**src/rtl/mem_load_store_seq_pkg.sv**
```systemverilog
// Shared size codes, FSM state encodings and helpers for the load/store sequencer.
// Optional misaligned-access trap is enabled by defining MISALIGN_TRAP_EN.
package mem_load_store_seq_pkg;

   localparam logic [1:0] SIZE_BYTE = 2'b00;
   localparam logic [1:0] SIZE_HALF = 2'b01;
   localparam logic [1:0] SIZE_WORD = 2'b11;

   localparam logic [1:0] S_IDLE  = 2'd0;
   localparam logic [1:0] S_READ  = 2'd1;
   localparam logic [1:0] S_WRITE = 2'd2;
   localparam logic [1:0] S_DONE  = 2'd3;

   // Code 10 is an alias of word; fold it once so the rest of the design sees three codes.
   function automatic logic [1:0] norm_size(input logic [1:0] s);
      return (s == 2'b10) ? SIZE_WORD : s;
   endfunction

endpackage

```
**src/rtl/mem_load_store_seq_if.sv**
```systemverilog
// Word-wide data-memory bus between the load/store sequencer (master) and memory (slave).
interface mem_load_store_seq_if;
   logic [31:0] mem_addr;
   logic        mem_wr;
   logic [31:0] mem_wdata;
   logic [31:0] mem_rdata;

   modport master (output mem_addr, output mem_wr, output mem_wdata, input mem_rdata);
   modport slave  (input mem_addr, input mem_wr, input mem_wdata, output mem_rdata);
endinterface

```
**src/rtl/mem_load_store_seq_lane_merge.sv**
```systemverilog
// Combinational read-modify-write merge: drops store byte/half into the addressed lane of the old word.
module mem_lane_merge
   import mem_load_store_seq_pkg::*;
(
   input  logic [31:0] old_word,
   input  logic [15:0] new_data,
   input  logic [1:0]  size,
   input  logic [1:0]  lane,
   output logic [31:0] new_word
);

   always_comb begin
      new_word = old_word;
      if (size == SIZE_BYTE) begin
         case (lane)
            2'd0:    new_word[7:0]   = new_data[7:0];
            2'd1:    new_word[15:8]  = new_data[7:0];
            2'd2:    new_word[23:16] = new_data[7:0];
            default: new_word[31:24] = new_data[7:0];
         endcase
      end else if (size == SIZE_HALF) begin
         if (lane[1]) new_word[31:16] = new_data;
         else         new_word[15:0]  = new_data;
      end
   end

endmodule

```
**src/rtl/mem_load_store_seq.sv**
```systemverilog
// Multicycle load/store sequencer: word-aligned memory access, MDR lane extraction, sb/sh RMW.
// Define MISALIGN_TRAP_EN to trap misaligned half/word accesses instead of ignoring low address bits.
module mem_load_store_seq
   import mem_load_store_seq_pkg::*;
#(
   parameter int MEM_LATENCY = 1
) (
   input  logic                        clk,
   input  logic                        rst_n,
   input  logic                        start,
   input  logic                        op_write,
   input  logic [1:0]                  size,
   input  logic [31:0]                 addr,
   input  logic [31:0]                 wdata,
   output logic                        busy,
   output logic                        done,
   output logic                        misalign_err,
   mem_load_store_seq_if.master        mem,
   output logic [31:0]                 word_out,
   output logic [15:0]                 half_out,
   output logic [7:0]                  byte_out,
   output logic [1:0]                  size_out
);

   localparam int CNT_W = (MEM_LATENCY > 1) ? $clog2(MEM_LATENCY) : 1;
   localparam logic [CNT_W-1:0] CNT_INIT = CNT_W'(MEM_LATENCY - 1);

   logic [1:0]       state;
   logic             op_q;
   logic [1:0]       size_q;
   logic [1:0]       lane_q;
   logic [15:0]      wdata_q;
   logic [CNT_W-1:0] cnt;
   logic [1:0]       req_size;
   logic             trap;
   logic [31:0]      merged;
   logic [15:0]      rd_half;
   logic [7:0]       rd_byte;

   assign req_size = norm_size(size);

`ifdef MISALIGN_TRAP_EN
   logic err_q;

   always_comb begin
      trap = 1'b0;
      if (req_size == SIZE_HALF)      trap = addr[0];
      else if (req_size == SIZE_WORD) trap = (addr[1:0] != 2'b00);
   end

   assign misalign_err = (state == S_DONE) && err_q;
`else
   assign trap         = 1'b0;
   assign misalign_err = 1'b0;
`endif

   assign busy = (state != S_IDLE);
   assign done = (state == S_DONE);

   mem_lane_merge u_merge (
      .old_word (mem.mem_rdata),
      .new_data (wdata_q),
      .size     (size_q),
      .lane     (lane_q),
      .new_word (merged)
   );

   always_comb begin
      rd_half = lane_q[1] ? mem.mem_rdata[31:16] : mem.mem_rdata[15:0];
      case (lane_q)
         2'd0:    rd_byte = mem.mem_rdata[7:0];
         2'd1:    rd_byte = mem.mem_rdata[15:8];
         2'd2:    rd_byte = mem.mem_rdata[23:16];
         default: rd_byte = mem.mem_rdata[31:24];
      endcase
   end

   always_ff @(posedge clk or negedge rst_n) begin
      if (!rst_n) begin
         state         <= S_IDLE;
         op_q          <= 1'b0;
         size_q        <= SIZE_BYTE;
         lane_q        <= 2'd0;
         wdata_q       <= '0;
         cnt           <= '0;
         mem.mem_addr  <= '0;
         mem.mem_wr    <= 1'b0;
         mem.mem_wdata <= '0;
         word_out      <= '0;
         half_out      <= '0;
         byte_out      <= '0;
         size_out      <= '0;
`ifdef MISALIGN_TRAP_EN
         err_q         <= 1'b0;
`endif
      end else begin
         case (state)
            S_IDLE: begin
               if (start) begin
                  op_q         <= op_write;
                  size_q       <= req_size;
                  lane_q       <= addr[1:0];
                  wdata_q      <= wdata[15:0];
                  cnt          <= CNT_INIT;
                  mem.mem_addr <= {addr[31:2], 2'b00};
`ifdef MISALIGN_TRAP_EN
                  err_q        <= trap;
`endif
                  // Full-word stores skip the read; the store word goes straight out.
                  if (trap) begin
                     state <= S_DONE;
                  end else if (op_write && req_size == SIZE_WORD) begin
                     state         <= S_WRITE;
                     mem.mem_wr    <= 1'b1;
                     mem.mem_wdata <= wdata;
                  end else begin
                     state <= S_READ;
                  end
               end
            end
            S_READ: begin
               if (cnt == '0) begin
                  if (op_q) begin
                     state         <= S_WRITE;
                     mem.mem_wr    <= 1'b1;
                     mem.mem_wdata <= merged;
                  end else begin
                     state    <= S_DONE;
                     word_out <= mem.mem_rdata;
                     half_out <= rd_half;
                     byte_out <= rd_byte;
                     size_out <= size_q;
                  end
               end else begin
                  cnt <= cnt - 1'b1;
               end
            end
            S_WRITE: begin
               mem.mem_wr <= 1'b0;
               state      <= S_DONE;
            end
            default: begin
               state <= S_IDLE;
            end
         endcase
      end
   end

endmodule

```
**src/flat_wrapper.sv**
```systemverilog
// flat-port wrapper written by rule: the top's interface ports become plain ports
module mem_load_store_seq_flat import mem_load_store_seq_pkg::*;
#(
   parameter int MEM_LATENCY = 1
)
  (clk, rst_n, start, op_write, size, addr, wdata, busy, done, misalign_err, word_out, half_out, byte_out, size_out, mem_mem_addr, mem_mem_wr, mem_mem_wdata, mem_mem_rdata);
  mem_load_store_seq_if mem_i ();
  input  logic clk;
  input  logic rst_n;
  input  logic start;
  input  logic op_write;
  input  logic [1:0] size;
  input  logic [31:0] addr;
  input  logic [31:0] wdata;
  output logic busy;
  output logic done;
  output logic misalign_err;
  output logic [31:0] word_out;
  output logic [15:0] half_out;
  output logic [7:0] byte_out;
  output logic [1:0] size_out;
  output wire logic [$bits(mem_i.mem_addr)-1:0] mem_mem_addr;
  output wire logic [$bits(mem_i.mem_wr)-1:0] mem_mem_wr;
  output wire logic [$bits(mem_i.mem_wdata)-1:0] mem_mem_wdata;
  input wire logic [$bits(mem_i.mem_rdata)-1:0] mem_mem_rdata;
  assign mem_mem_addr = mem_i.mem_addr;
  assign mem_mem_wr = mem_i.mem_wr;
  assign mem_mem_wdata = mem_i.mem_wdata;
  assign mem_i.mem_rdata = mem_mem_rdata;
  mem_load_store_seq #(.MEM_LATENCY(MEM_LATENCY)) u_core (.clk(clk), .rst_n(rst_n), .start(start), .op_write(op_write), .size(size), .addr(addr), .wdata(wdata), .busy(busy), .done(done), .misalign_err(misalign_err), .mem(mem_i), .word_out(word_out), .half_out(half_out), .byte_out(byte_out), .size_out(size_out));
endmodule
```
**config.mk**
```make
export PLATFORM = sky130hd
export DESIGN_NAME = mem_load_store_seq_flat
export DESIGN_NICKNAME = d
export VERILOG_FILES = /design/src/rtl/mem_load_store_seq_pkg.sv /design/src/rtl/mem_load_store_seq_if.sv /design/src/rtl/mem_load_store_seq_lane_merge.sv /design/src/rtl/mem_load_store_seq.sv /design/src/flat_wrapper.sv
export SDC_FILE = /design/constraint.sdc
export NUM_CORES = 1
export LEC_CHECK = 0
export CORE_UTILIZATION = 28
export DETAILED_ROUTE_END_ITERATION = 8
export PLACE_DENSITY = 0.58
export SLEW_MARGIN = 10
export SYNTH_ARGS = -nofsm -noshare
export SYNTH_HDL_FRONTEND = slang
export SYNTH_HIERARCHICAL = 1
export SYNTH_SLANG_ARGS = --single-unit
```
**constraint.sdc**
```tcl
create_clock -name clk -period 1.9 [get_ports clk]
set_clock_uncertainty 0.15 [all_clocks]
set_input_delay 0.19 -clock clk [delete_from_list [all_inputs] [get_ports clk]]
set_output_delay 0.19 -clock clk [all_outputs]
set_load 0.05 [all_outputs]
```
==> qor.yml, run 1 <==
wl_um: 22300
critPathRequiredTime_ns: 2.05
regToRegStartpoint: "u_core/lane_q[1]"
synth_edf_count: 0
path_max_fanout: 8
first_iter_violations: 245
relSlewSlack: 0.653
layout_min_cycle_time_ns: 2.03
violations: "setup timing"
arrival_ns: 2.18
cts_tree: "built"
clk-insertion-delay-late_ns: 0.42
setup_viol: 33
worstHoldPathType: "input port to asynchronous set/reset pin"
clockBufferDepth: 2
synth.top_cell.area_share: 0.535
grtUsageMet1: 0.249
fin_crit_sh: 1.07
clkPwrFrac: 0.150
intPower_mw: 12.6
dpl_worst_slack_ns: -0.172
antenna_found_initial: 1
rr_worst_depth: 7
vias: 5271
gp_congestion: 0.768
nNetsFinal: 948
swShare: 0.461
clk_pin_slew_ns: 0.06
synth_common_cells: "144 x dfrtp_1, 132 x nand2_1, 123 x mux2_2"
power_switching_mw: 10.8
r2r_end: "u_core/mem.mem_wdata[2]"
drive_gt1_frac: 0.399
yosysWarnings: 6
ios: 228
drc: 0
die_w_um: 157
vdd_drop_max_uv: 988
outcome: "finished, violations left"
endpoint_kind: "flop"
async_flop_share: 1.00
gr-usage-met3: 0.0512
start_kind: "flop"
grt_pass1_vias: 5334
dieArea_um2: 24700
clock-root-buffer: "clkbuf_16"
clkSinkCount: 144
p_leak_nw: 4.97
yosysMostFrequentCell: "dfrtp_1"
fillers: 2289
synth-seq-cells: 144
gr-usage-met2: 0.286
multi_input_area_um2: 3120
syn_inst: 562
setup_ws_ns: -0.128
grt_use_total: 0.185
h-tree-depth: 4
worst_slew_pin_slew_ns: 0.523
slew_viol_final: 0
first_pass_iters: 4
ys.flop_type: "dfrtp_1"
max_cap_viol_count: 0
final_hold_viol_count: 0
grt_overflow: 0
yosysUniqueCellTypes: 37
grt_max_degree: 43
synth_area_um2: 6740
pwr-share-seq: 0.248
power_density_nw_per_um2: 2230
ant_nets: 0
syn_avg_cell_area_um2: 12.0
vias_per_cell: 4.49
grt_setup_unrepaired: "yes"
numCtsBuffers: 17
grt.busiest_layer: "met2"
crit_type: "flop to flop"
grt_pass1_wl_um: 33100
core-area_um2: 23500
rrSetupSlack_ns: -0.13
dp_hpwl_um: 16400
timing.fmax_ghz: 0.493
start_util: 0.286
yosys-top-cells-area: "dfrtp_1 53%, mux2_2 21%, nand2_1 7.4%"
routedWlPerCell_um: 19.0
register_area_um2: 3610
combPwrFrac: 0.602
seq_area_frac_synth: 0.535
total_power_mw: 23.4
whs_ns: 0.0743
area_growth_pct: 56.0
synth_top_area_cell: "dfrtp_1"
die_h_um: 157
num_rows: 56
port_buffers: 224
==> layout by cell type (no fill, tap or decap), types with 3 or more instances in the layout <==
cell             Yosys  routed
bufinv_16            0       4
clkinv_2             0       3
dlygate4sd2_1        0      47
a22o_1              11      11
a21o_1              16      16
mux2_2             123      97
conb_1               1       3
dfrtp_2              0       4
clkdlybuf4s50_1      0     100
a31o_2               8       8
and2_0               3       3
clkinvlp_4           0       3
dfrtp_1            144     140
a22o_2               5       4
clkbuf_16            0      18
o21ai_0             17      17
and2_1               5       5
mux2i_1             17      17
mux2_4               0      31
nand2b_1            10       8
buf_12               0      13
buf_4                3     121
buf_6                7      10
nand2_1            132     130
==> critical path: stages (launching register included) <==
cell and delay [ns]:
dfrtp_2 0.45, buf_4 0.17, nor2_2 0.12, nand2_2 0.08, buf_12 0.13, mux2_2 0.29, mux2_2 0.26, mux2_2 0.26
==> how the worst max path moves through the flow <==
| stage | from | cells past startpoint | slack, ns | endpoint |
|---|---|---|---|---|
| finish | u_core/lane_q[1] | 7 | -0.13 | u_core/mem.mem_wdata[2] |
| detailed placement | op_write | 5 | -0.17 | u_core/mem.mem_wdata[1] |
| global route | u_core/lane_q[1] | 6 | -0.16 | u_core/mem.mem_wdata[31] |
| floorplan | u_core/lane_q[1] | 6 | -0.13 | u_core/mem.mem_wdata[8] |
| global placement | start | 5 | -0.17 | u_core/mem.mem_wdata[31] |
| CTS | u_core/size_q[0] | 6 | -0.12 | u_core/mem.mem_wdata[2] |
==> per-stage QoR <==
stage | cells | cell area (um^2) | utilization | setup TNS [ns]
6_report | 1173 | 10500 | 0.446 | -2.44
5_1_grt | 1172 | 10500 | 0.446 | -3.74
4_1_cts | 1167 | 10400 | 0.442 | -2.75
3_5_place_dp | 1128 | 9650 | 0.410 | -5.11
3_3_place_gp | 1128 | 9650 | 0.410 | -4.70
2_1_floorplan | 564 | 6850 | - | -3.32
==> sequential cells by signal, summed over array words and instances (netlist names) <==
name and cells:
u_core/byte_out 8, u_core/half_out 16, u_core/lane_q 2, u_core/mem.mem_addr 30
u_core/mem.mem_wdata 32, u_core/mem.mem_wr 1, u_core/op_q 1, u_core/size_out 2
u_core/size_q 2, u_core/state 2, u_core/wdata_q 16, u_core/word_out 32
==> routing by layer <==
layer  vias to the layer above  wire [um]
met5                         -          0
met2                       150      10400
met4                         0        297
li1                       2505          -
met3                        18       1280
met1                      2598      10300
==> power groups by stage <==
stage	Sequential (mW)	Clock, mW	Combinational (mW)
6_report	5.80	3.52	14.1
5_1_grt	5.99	3.75	14.8
4_1_cts	5.80	3.62	14.0
3_5_place_dp	5.85	0	13.6
3_3_place_gp	5.85	0	13.5
2_1_floorplan	10.1	0	4.87
==> cell type report <==
class                   instances  share of cell area
diodes                          2            0.000476
clock buffers                  18              0.0418
clock inverters                11              0.0158
inverters                       3             0.00131
multi-input cells             382               0.297
flip-flops and latches        144               0.343
well taps                     319              0.0380
repair buffers                294               0.262
==> logic make-up (layout without fill, tap and decap cells) <==
| logic type | after synthesis | after routing | synth area share |
|---|---|---|---|
| flip-flops | 144 | 144 | 0.535 |
| multiplexers | 147 | 147 | 0.243 |
| AND/OR/NAND/NOR | 163 | 163 | 0.108 |
| other | 1 | 5 | 0.000557 |
| AO/OA/AOI/OAI | 65 | 65 | 0.0739 |
| buffers and inverters | 38 | 326 | 0.0332 |
| adder cells (fa/ha/maj) | 4 | 4 | 0.00743 |
==> timing repair <==
action                                  in CTS  in global routing
cloned                                       2                  1
resized for setup                           69                 19
pin swaps                                   14                  8
hold endpoints to repair                   144                  0
endpoints found under the setup margin     130                 82
hold buffers                                 1                  0
setup buffers                                7                  4
No activity file was read; power rests on OpenSTA's default activity.
==> run 2: changes to the inputs <==
--- a/config.mk
+++ b/config.mk
@@ -7,9 +7,8 @@
 export LEC_CHECK = 0
 export CORE_UTILIZATION = 28
 export DETAILED_ROUTE_END_ITERATION = 8
-export PLACE_DENSITY = 0.58
+export PLACE_DENSITY = 0.57
 export SLEW_MARGIN = 10
 export SYNTH_ARGS = -nofsm -noshare
 export SYNTH_HDL_FRONTEND = slang
-export SYNTH_HIERARCHICAL = 1
 export SYNTH_SLANG_ARGS = --single-unit
==> run 2 against run 1 <==
  * The flow now finishes without violations
  * Cell area decreased by 0.81%
  * Sequential share of layout area rose by 0.26 points
  * Critical endpoint is now u_core.mem.mem_wdata[4]
  * Fmax up 7.7%
==> qor.yml, run 2 <==
critPathLaunch: "u_core.state[0]"  # was u_core/lane_q[1]
crit_type: "flop to flop"  # unchanged
syn_avg_cell_area_um2: 10.4  # was 12.0 um^2
vias_per_cell: 4.81  # was 4.49
first_pass_iters: 5  # was 4
dp_hpwl_um: 17000  # was 16,400 um
setup_ws_ns: 0.0180  # was -0.128 ns
final_common_cell: "nand2_1"  # was dfrtp_1
ios: 228  # unchanged
outcome: "finished, final reports clean"  # was finished, violations left
cpLargestDelayFamily: "compound AO/OA/AOI/OAI gates"  # was multiplexers
rr_worst_depth: 7  # unchanged
endpoint: "u_core.mem.mem_wdata[4]"  # was u_core/mem.mem_wdata[2]
crit_cells: 7  # unchanged
port_buffers: 224  # unchanged
seq_area_frac_synth: 0.522  # was 0.535
synth_simple_gate_area_frac: 0.149  # was 0.108
dieArea_um2: 25300  # was 24,700 um^2
grt_setup_unrepaired: "yes"  # unchanged
synth_fa_ha_area_frac: 0.00725  # was 0.00743
yosysUniqueCellTypes: 43  # was 37
cts_tree: "built"  # unchanged
synth_mux_area_frac: 0.159  # was 0.243
h-tree-depth: 4  # unchanged
wl_um: 23600  # was 22,300 um
dpl_worst_slack_ns: -0.0792  # was -0.172 ns
r2r_end: "u_core.mem.mem_wdata[4]"  # was u_core/mem.mem_wdata[2]
num_antenna_cells: 0  # was 2
yosysWarnings: 0  # was 6
rrSetupSlack_ns: 0.02  # was -0.13 ns
whs_ns: 0.112  # was 0.0743 ns
synth_xor_area_frac: 0  # unchanged
worstHoldPathType: "input port to asynchronous set/reset pin"  # unchanged
synth_area_um2: 6900  # was 6740 um^2
clk_pin_slew_ns: 0.07  # was 0.06 ns
worst_slew_pin_slew_ns: 0.537  # was 0.523 ns
p_leak_nw: 4.89  # was 4.97 nW
timing.fmax_ghz: 0.531  # was 0.493 GHz
crit_buf_inv: 2  # unchanged
grt_pass1_wl_um: 35900  # was 33,100 um
clock-root-buffer: "clkbuf_16"  # unchanged
final_hold_viol_count: 0  # unchanged
nNetsFinal: 1019  # was 948
start_kind: "flop"  # unchanged
grt_max_degree: 67  # was 43
synth_top_family_by_area: "multiplexers"  # unchanged
utilization: 0.430  # was 0.446
reg_top3: "u_core.mem.mem_wdata x32, u_core.word_out x32, u_core.mem.mem_addr x30"  # was u_core/mem.mem_wdata x32, u_core/word_out x32, u_core/mem.mem_addr x30
grt_overflow: 0  # unchanged
area_growth_pct: 51.1  # was 56.0%
yosys-top-cells-area: "dfrtp_1 52%, nand2_1 8.5%, mux2_2 8.2%"  # was dfrtp_1 53%, mux2_2 21%, nand2_1 7.4%
synth-seq-cells: 144  # unchanged
total_power_mw: 23.3  # was 23.4 mW
ys.flop_type: "dfrtp_1"  # unchanged
syn_inst: 665  # was 562
crit_path_max_incr_delay_ns: 0.45  # about the same
synth_common_cells: "156 x nand2_1, 144 x dfrtp_1, 55 x nor2_1"  # was 144 x dfrtp_1, 132 x nand2_1, 123 x mux2_2
numCtsBuffers: 17  # unchanged
fin_crit_sh: 0.991  # was 1.07
regToRegStartpoint: "u_core.state[0]"  # was u_core/lane_q[1]
clockBufferDepth: 2  # unchanged
drive_gt1_frac: 0.252  # was 0.399
die_w_um: 159  # was 157 um
power_density_nw_per_um2: 2240  # was 2230 nW/um^2
relSlewSlack: 0.644  # was 0.653
setup_viol: 0  # was 33
critPathRequiredTime_ns: 2.11  # was 2.05 ns
arrival_ns: 2.09  # was 2.18 ns
synth_top_area_cell: "dfrtp_1"  # unchanged
vdd_drop_max_uv: 795  # was 988 uV
synth_edf_count: 0  # unchanged
routedWlPerCell_um: 18.9  # was 19.0 um
slew_viol_final: 0  # unchanged
synth.top_cell.area_share: 0.522  # was 0.535
layout_min_cycle_time_ns: 1.88  # was 2.03 ns
antenna_found_initial: 0  # was 1
start_util: 0.285  # was 0.286
path_max_fanout: 8  # unchanged
finalNonFillerCells: 1249  # was 1,173
grt_pass1_vias: 6052  # was 5,334
grt_use_total: 0.187  # was 0.185
first_iter_violations: 404  # was 245
gp_congestion: 0.815  # was 0.768
clkSinkCount: 144  # unchanged
drc: 0  # unchanged
synth_compound_area_frac: 0.123  # was 0.0739
num_rows: 57  # was 56
die_h_um: 159  # was 157 um
max_cap_viol_count: 0  # unchanged
async_flop_share: 1.00  # unchanged
endpoint_kind: "flop"  # unchanged
dp.cells: 1212  # was 1,128
core-area_um2: 24200  # was 23,500 um^2
mostFrequentLayoutCells: "155 x nand2_1, 142 x dfrtp_1, 102 x buf_4"  # was 140 x dfrtp_1, 130 x nand2_1, 121 x buf_4
yosysMostFrequentCell: "nand2_1"  # was dfrtp_1
crit_path_top_delay_cell: "dfrtp_2"  # unchanged
ant_nets: 0  # unchanged
vias: 6006  # was 5,271
path_cells: "inv_2, ha_4, nor2_2, a211o_4, clkbuf_16, a311oi_2, a21o_1"  # was buf_4, nor2_2, nand2_2, buf_12, mux2_2, mux2_2, mux2_2
clk-insertion-delay-late_ns: 0.42  # about the same
run 2: cell count changes after synthesis, moves of 15 or more:
cell,previous run,this run
clkbuf_1,11,26
mux2_2,123,50
mux2i_1,17,35
nand2_1,132,156
nand3_1,1,16
nor2_1,3,55
o21ai_0,17,38
run 2: kinds of logic (layout without fill, tap and decap cells):
logic type | Yosys count | count (layout)
adders and majority gates | 4 | 4
DFF | 144 | 144
and+or+nand+nor | 249 | 249
other | 1 | 3
muxes | 93 | 93
buffers and inverters | 55 | 313
AOI/OAI and AO/OA | 119 | 119
run 2: per-stage QoR:
step                       TNS, ns  instance area (um^2)
final                            0                 10400
after floorplan                  0                  6910
after CTS                 -0.00137                 10300
after global placement      -0.678                  9620
after global routing        -0.338                 10400
after detailed placement     -1.17                  9620
run 2: repair_timing:
action | 4_1_cts | 5_1_grt
hold buffers | 1 | 0
pin swaps | 1 | 1
buffers inserted | 1 | 1
cloned | 1 | 2
endpoints found under the setup margin | 101 | 76
endpoints found under the hold margin | 144 | 0
resized for setup | 72 | 15
run 2: area by class of cell:
| class | count | area [um^2] |
|---|---|---|
| clock buffers | 19 | 443 |
| clock inverters | 12 | 205 |
| fillers | 2379 | 13800 |
| inverters | 4 | 15.0 |
| multi-input cells | 468 | 3170 |
| flip-flops and latches | 144 | 3610 |
| well taps | 324 | 405 |
| repair buffers | 278 | 2580 |
run 2: per-layer routing:
layer,wire length (um),track usage,part of all wire
met1,10700,0.254,0.45
met2,10900,0.291,0.46
met3,1590,0.0508,0.067
met4,427,0.0586,0.018
met5,0,0,0
run 2: worst min path at each step:
stage / from / to / slack (ns) / depth (start not counted)
2_1_floorplan: rst_n / u_core.byte_out[0] / -0.26 / 0
3_3_place_gp: rst_n / u_core.word_out[3] / -0.007 / 1
3_5_place_dp: rst_n / u_core.word_out[3] / -0.009 / 1
4_1_cts: rst_n / u_core.word_out[3] / 0.11 / 2
5_1_grt: rst_n / u_core.word_out[3] / 0.13 / 2
6_report: rst_n / u_core.word_out[3] / 0.11 / 2
run 2: report_power, final:
| part | internal [mW] | switching (mW) |
|---|---|---|
| Sequential | 4.66 | 1.06 |
| Clock | 2.38 | 1.37 |
| Combinational | 4.94 | 8.93 |
| Total | 12.0 | 11.4 |
==> run 3: changes to the inputs <==
--- a/config.mk
+++ b/config.mk
@@ -7,7 +7,7 @@
 export LEC_CHECK = 0
 export CORE_UTILIZATION = 28
 export DETAILED_ROUTE_END_ITERATION = 8
-export PLACE_DENSITY = 0.57
+export PLACE_DENSITY = 0.55
 export SLEW_MARGIN = 10
 export SYNTH_ARGS = -nofsm -noshare
 export SYNTH_HDL_FRONTEND = slang
==> constraint.sdc (replaced) <==
create_clock -name clk -period 2 [get_ports clk]
set_clock_uncertainty 0.15 [all_clocks]
set_input_delay 0.2 -clock clk [delete_from_list [all_inputs] [get_ports clk]]
set_output_delay 0.2 -clock clk [all_outputs]
set_load 0.1 [all_outputs]
==> run 3 against run 2 <==
  * Sequential share of layout area is 1.3 points higher
  * Worst setup slack improved by 0.075 ns
  * Register-to-register slack improved by 0.08 ns
  * Sequential cell count unchanged
  * Hold slack gained 0.035 ns
==> qor.yml, run 3 (same netlist as run 2, synthesis figures left out) <==
antenna_found_initial: 0  # unchanged
fin_crit_sh: 0.954
crit_cells: 5  # was 7
timing.fmax_ghz: 0.524
layout_min_cycle_time_ns: 1.91
reg_top3: "u_core.mem.mem_wdata x32, u_core.word_out x32, u_core.mem.mem_addr x30"  # unchanged
grt_max_degree: 65  # was 67
path_max_fanout: 5  # was 8
final_common_cell: "nand2_1"  # unchanged
gp_congestion: 0.809  # was 0.815
vias_per_cell: 4.76  # was 4.81
port_buffers: 224  # unchanged
core-area_um2: 24200  # unchanged
die_w_um: 159  # unchanged
crit_path_top_delay_cell: "dfrtp_2"  # unchanged
numCtsBuffers: 17  # unchanged
rrSetupSlack_ns: 0.10  # was 0.02 ns
clockBufferDepth: 2  # unchanged
clk_pin_slew_ns: 0.07  # about the same
die_h_um: 159  # unchanged
critPathRequiredTime_ns: 1.65  # was 2.11 ns
h-tree-depth: 4  # unchanged
slew_viol_final: 0  # unchanged
grt.busiest_layer: "met2"  # unchanged
cts_setup_buffers: 0  # was 1
setup_viol: 0  # unchanged
regToRegStartpoint: "u_core.state[0]"  # unchanged
first_pass_iters: 4  # was 5
vias: 5878  # was 6,006
worst_slew_pin_slew_ns: 0.517  # was 0.537 ns
nNetsFinal: 1006  # was 1,019
crit_type: "flop to primary output"  # was flop to flop
rr_worst_depth: 7  # unchanged
gr-usage-met3: 0.0435  # was 0.0508
start_util: 0.285  # unchanged
grt_pass1_wl_um: 35200  # was 35,900 um
final_hold_viol_count: 0  # unchanged
dp_hpwl_um: 17000  # about the same
ios: 228  # unchanged
grt_overflow: 0  # unchanged
crit_path_max_incr_delay_ns: 0.43  # was 0.45 ns
utilization: 0.414  # was 0.430
r2r_end: "u_core.mem.mem_wdata[5]"  # was u_core.mem.mem_wdata[4]
num_rows: 57  # unchanged
num_antenna_cells: 0  # unchanged
cpLargestDelayFamily: "buffers and inverters"  # was compound AO/OA/AOI/OAI gates
routedWlPerCell_um: 18.7  # was 18.9 um
clock-root-buffer: "clkbuf_16"  # unchanged
clkSinkCount: 144  # unchanged
path_cells: "inv_1, ha_2, buf_4, inv_1, buf_12"  # was inv_2, ha_4, nor2_2, a211o_4, clkbuf_16, a311oi_2, a21o_1
drc: 0  # unchanged
start_kind: "flop"  # unchanged
grt_pass1_vias: 5764  # was 6,052
first_iter_violations: 358  # was 404
grt_use_total: 0.184  # was 0.187
crit_buf_inv: 4  # was 2
cts_tree: "built"  # unchanged
max_cap_viol_count: 0  # unchanged
drive_gt1_frac: 0.294  # was 0.252
outcome: "finished, final reports clean"  # unchanged
clk-insertion-delay-late_ns: 0.42  # about the same
gr-usage-met2: 0.287  # was 0.291
wl_um: 23100  # was 23,600 um
area_growth_pct: 45.7  # was 51.1%
dieArea_um2: 25300  # unchanged
mostFrequentLayoutCells: "155 x nand2_1, 153 x buf_4, 141 x dfrtp_1"  # was 155 x nand2_1, 142 x dfrtp_1, 102 x buf_4
grtUsageMet1: 0.256  # was 0.254
endpoint_kind: "primary output"  # was flop
worstHoldPathType: "input port to asynchronous set/reset pin"  # unchanged
arrival_ns: 1.56  # was 2.09 ns
ant_nets: 0  # unchanged
cp_common_cell: "inv_1"
relSlewSlack: 0.655  # was 0.644
-- run 3: cell count changes in the layout (fill, tap and decap cells not counted), moves of 2 or more --
cell | previous run | this run
a311oi_1 | 1 | 12
a311oi_2 | 13 | 2
buf_12 | 8 | 10
buf_4 | 102 | 153
buf_6 | 3 | 1
bufinv_16 | 5 | 2
clkbuf_16 | 19 | 17
clkinv_2 | 2 | 4
clkinv_4 | 0 | 3
dlygate4sd2_1 | 61 | 0
-- run 3: area by class of cell --
| type | instances | area [um^2] |
|---|---|---|
| clock buffer | 19 | 443 |
| clock inverter | 12 | 133 |
| fill | 2431 | 14200 |
| inverter | 4 | 15.0 |
| multi-input combinational | 468 | 3080 |
| sequential | 144 | 3610 |
| tap | 324 | 405 |
| timing repair buffer | 265 | 2370 |
-- run 3: worst max path at each step --
stage | start | end | slack [ns]
after floorplan | u_core.state[0] | u_core.mem.mem_wdata[24] | 0.12
after global placement | start | u_core.mem.mem_wdata[2] | 0.06
after detailed placement | op_write | u_core.mem.mem_wdata[0] | 0.006
after CTS | u_core.state[0] | busy | 0.04
after global routing | u_core.state[0] | u_core.mem.mem_wdata[5] | -0.02
final | u_core.state[0] | busy | 0.09
-- run 3: repair_timing --
action | CTS | global route
hold buffers | 1 | 0
endpoints found under the hold margin | 46 | 0
resized for setup | 0 | 8
setup endpoints to repair | 0 | 21
-- run 3: per-stage QoR --
stage	cells	area, um^2	setup slack [ns]	hold WS (ns)	setup TNS (ns)
after global placement	1204	9440	0.0627	0.0469	0
after floorplan	667	6910	0.118	-0.246	0
after detailed placement	1204	9440	0.00608	0.0488	0
final	1236	10100	0.0926	0.146	0
after global routing	1236	10100	-0.0185	0.203	-0.0419
after CTS	1236	10000	0.0443	0.168	0
-- run 3: routing by layer --
metal  routed length [um]  vias to the layer above  part of all wire
met5                    0                        -                 0
met1                10700                     2903              0.47
li1                     -                     2783                 -
met4                  218                        0            0.0095
met3                 1290                       15             0.056
met2                10800                      177              0.47
Power of run 3 is left out: the tool's default activity adds up to more than one toggle a clock period on the data nets, which glitch-free logic cannot reach.
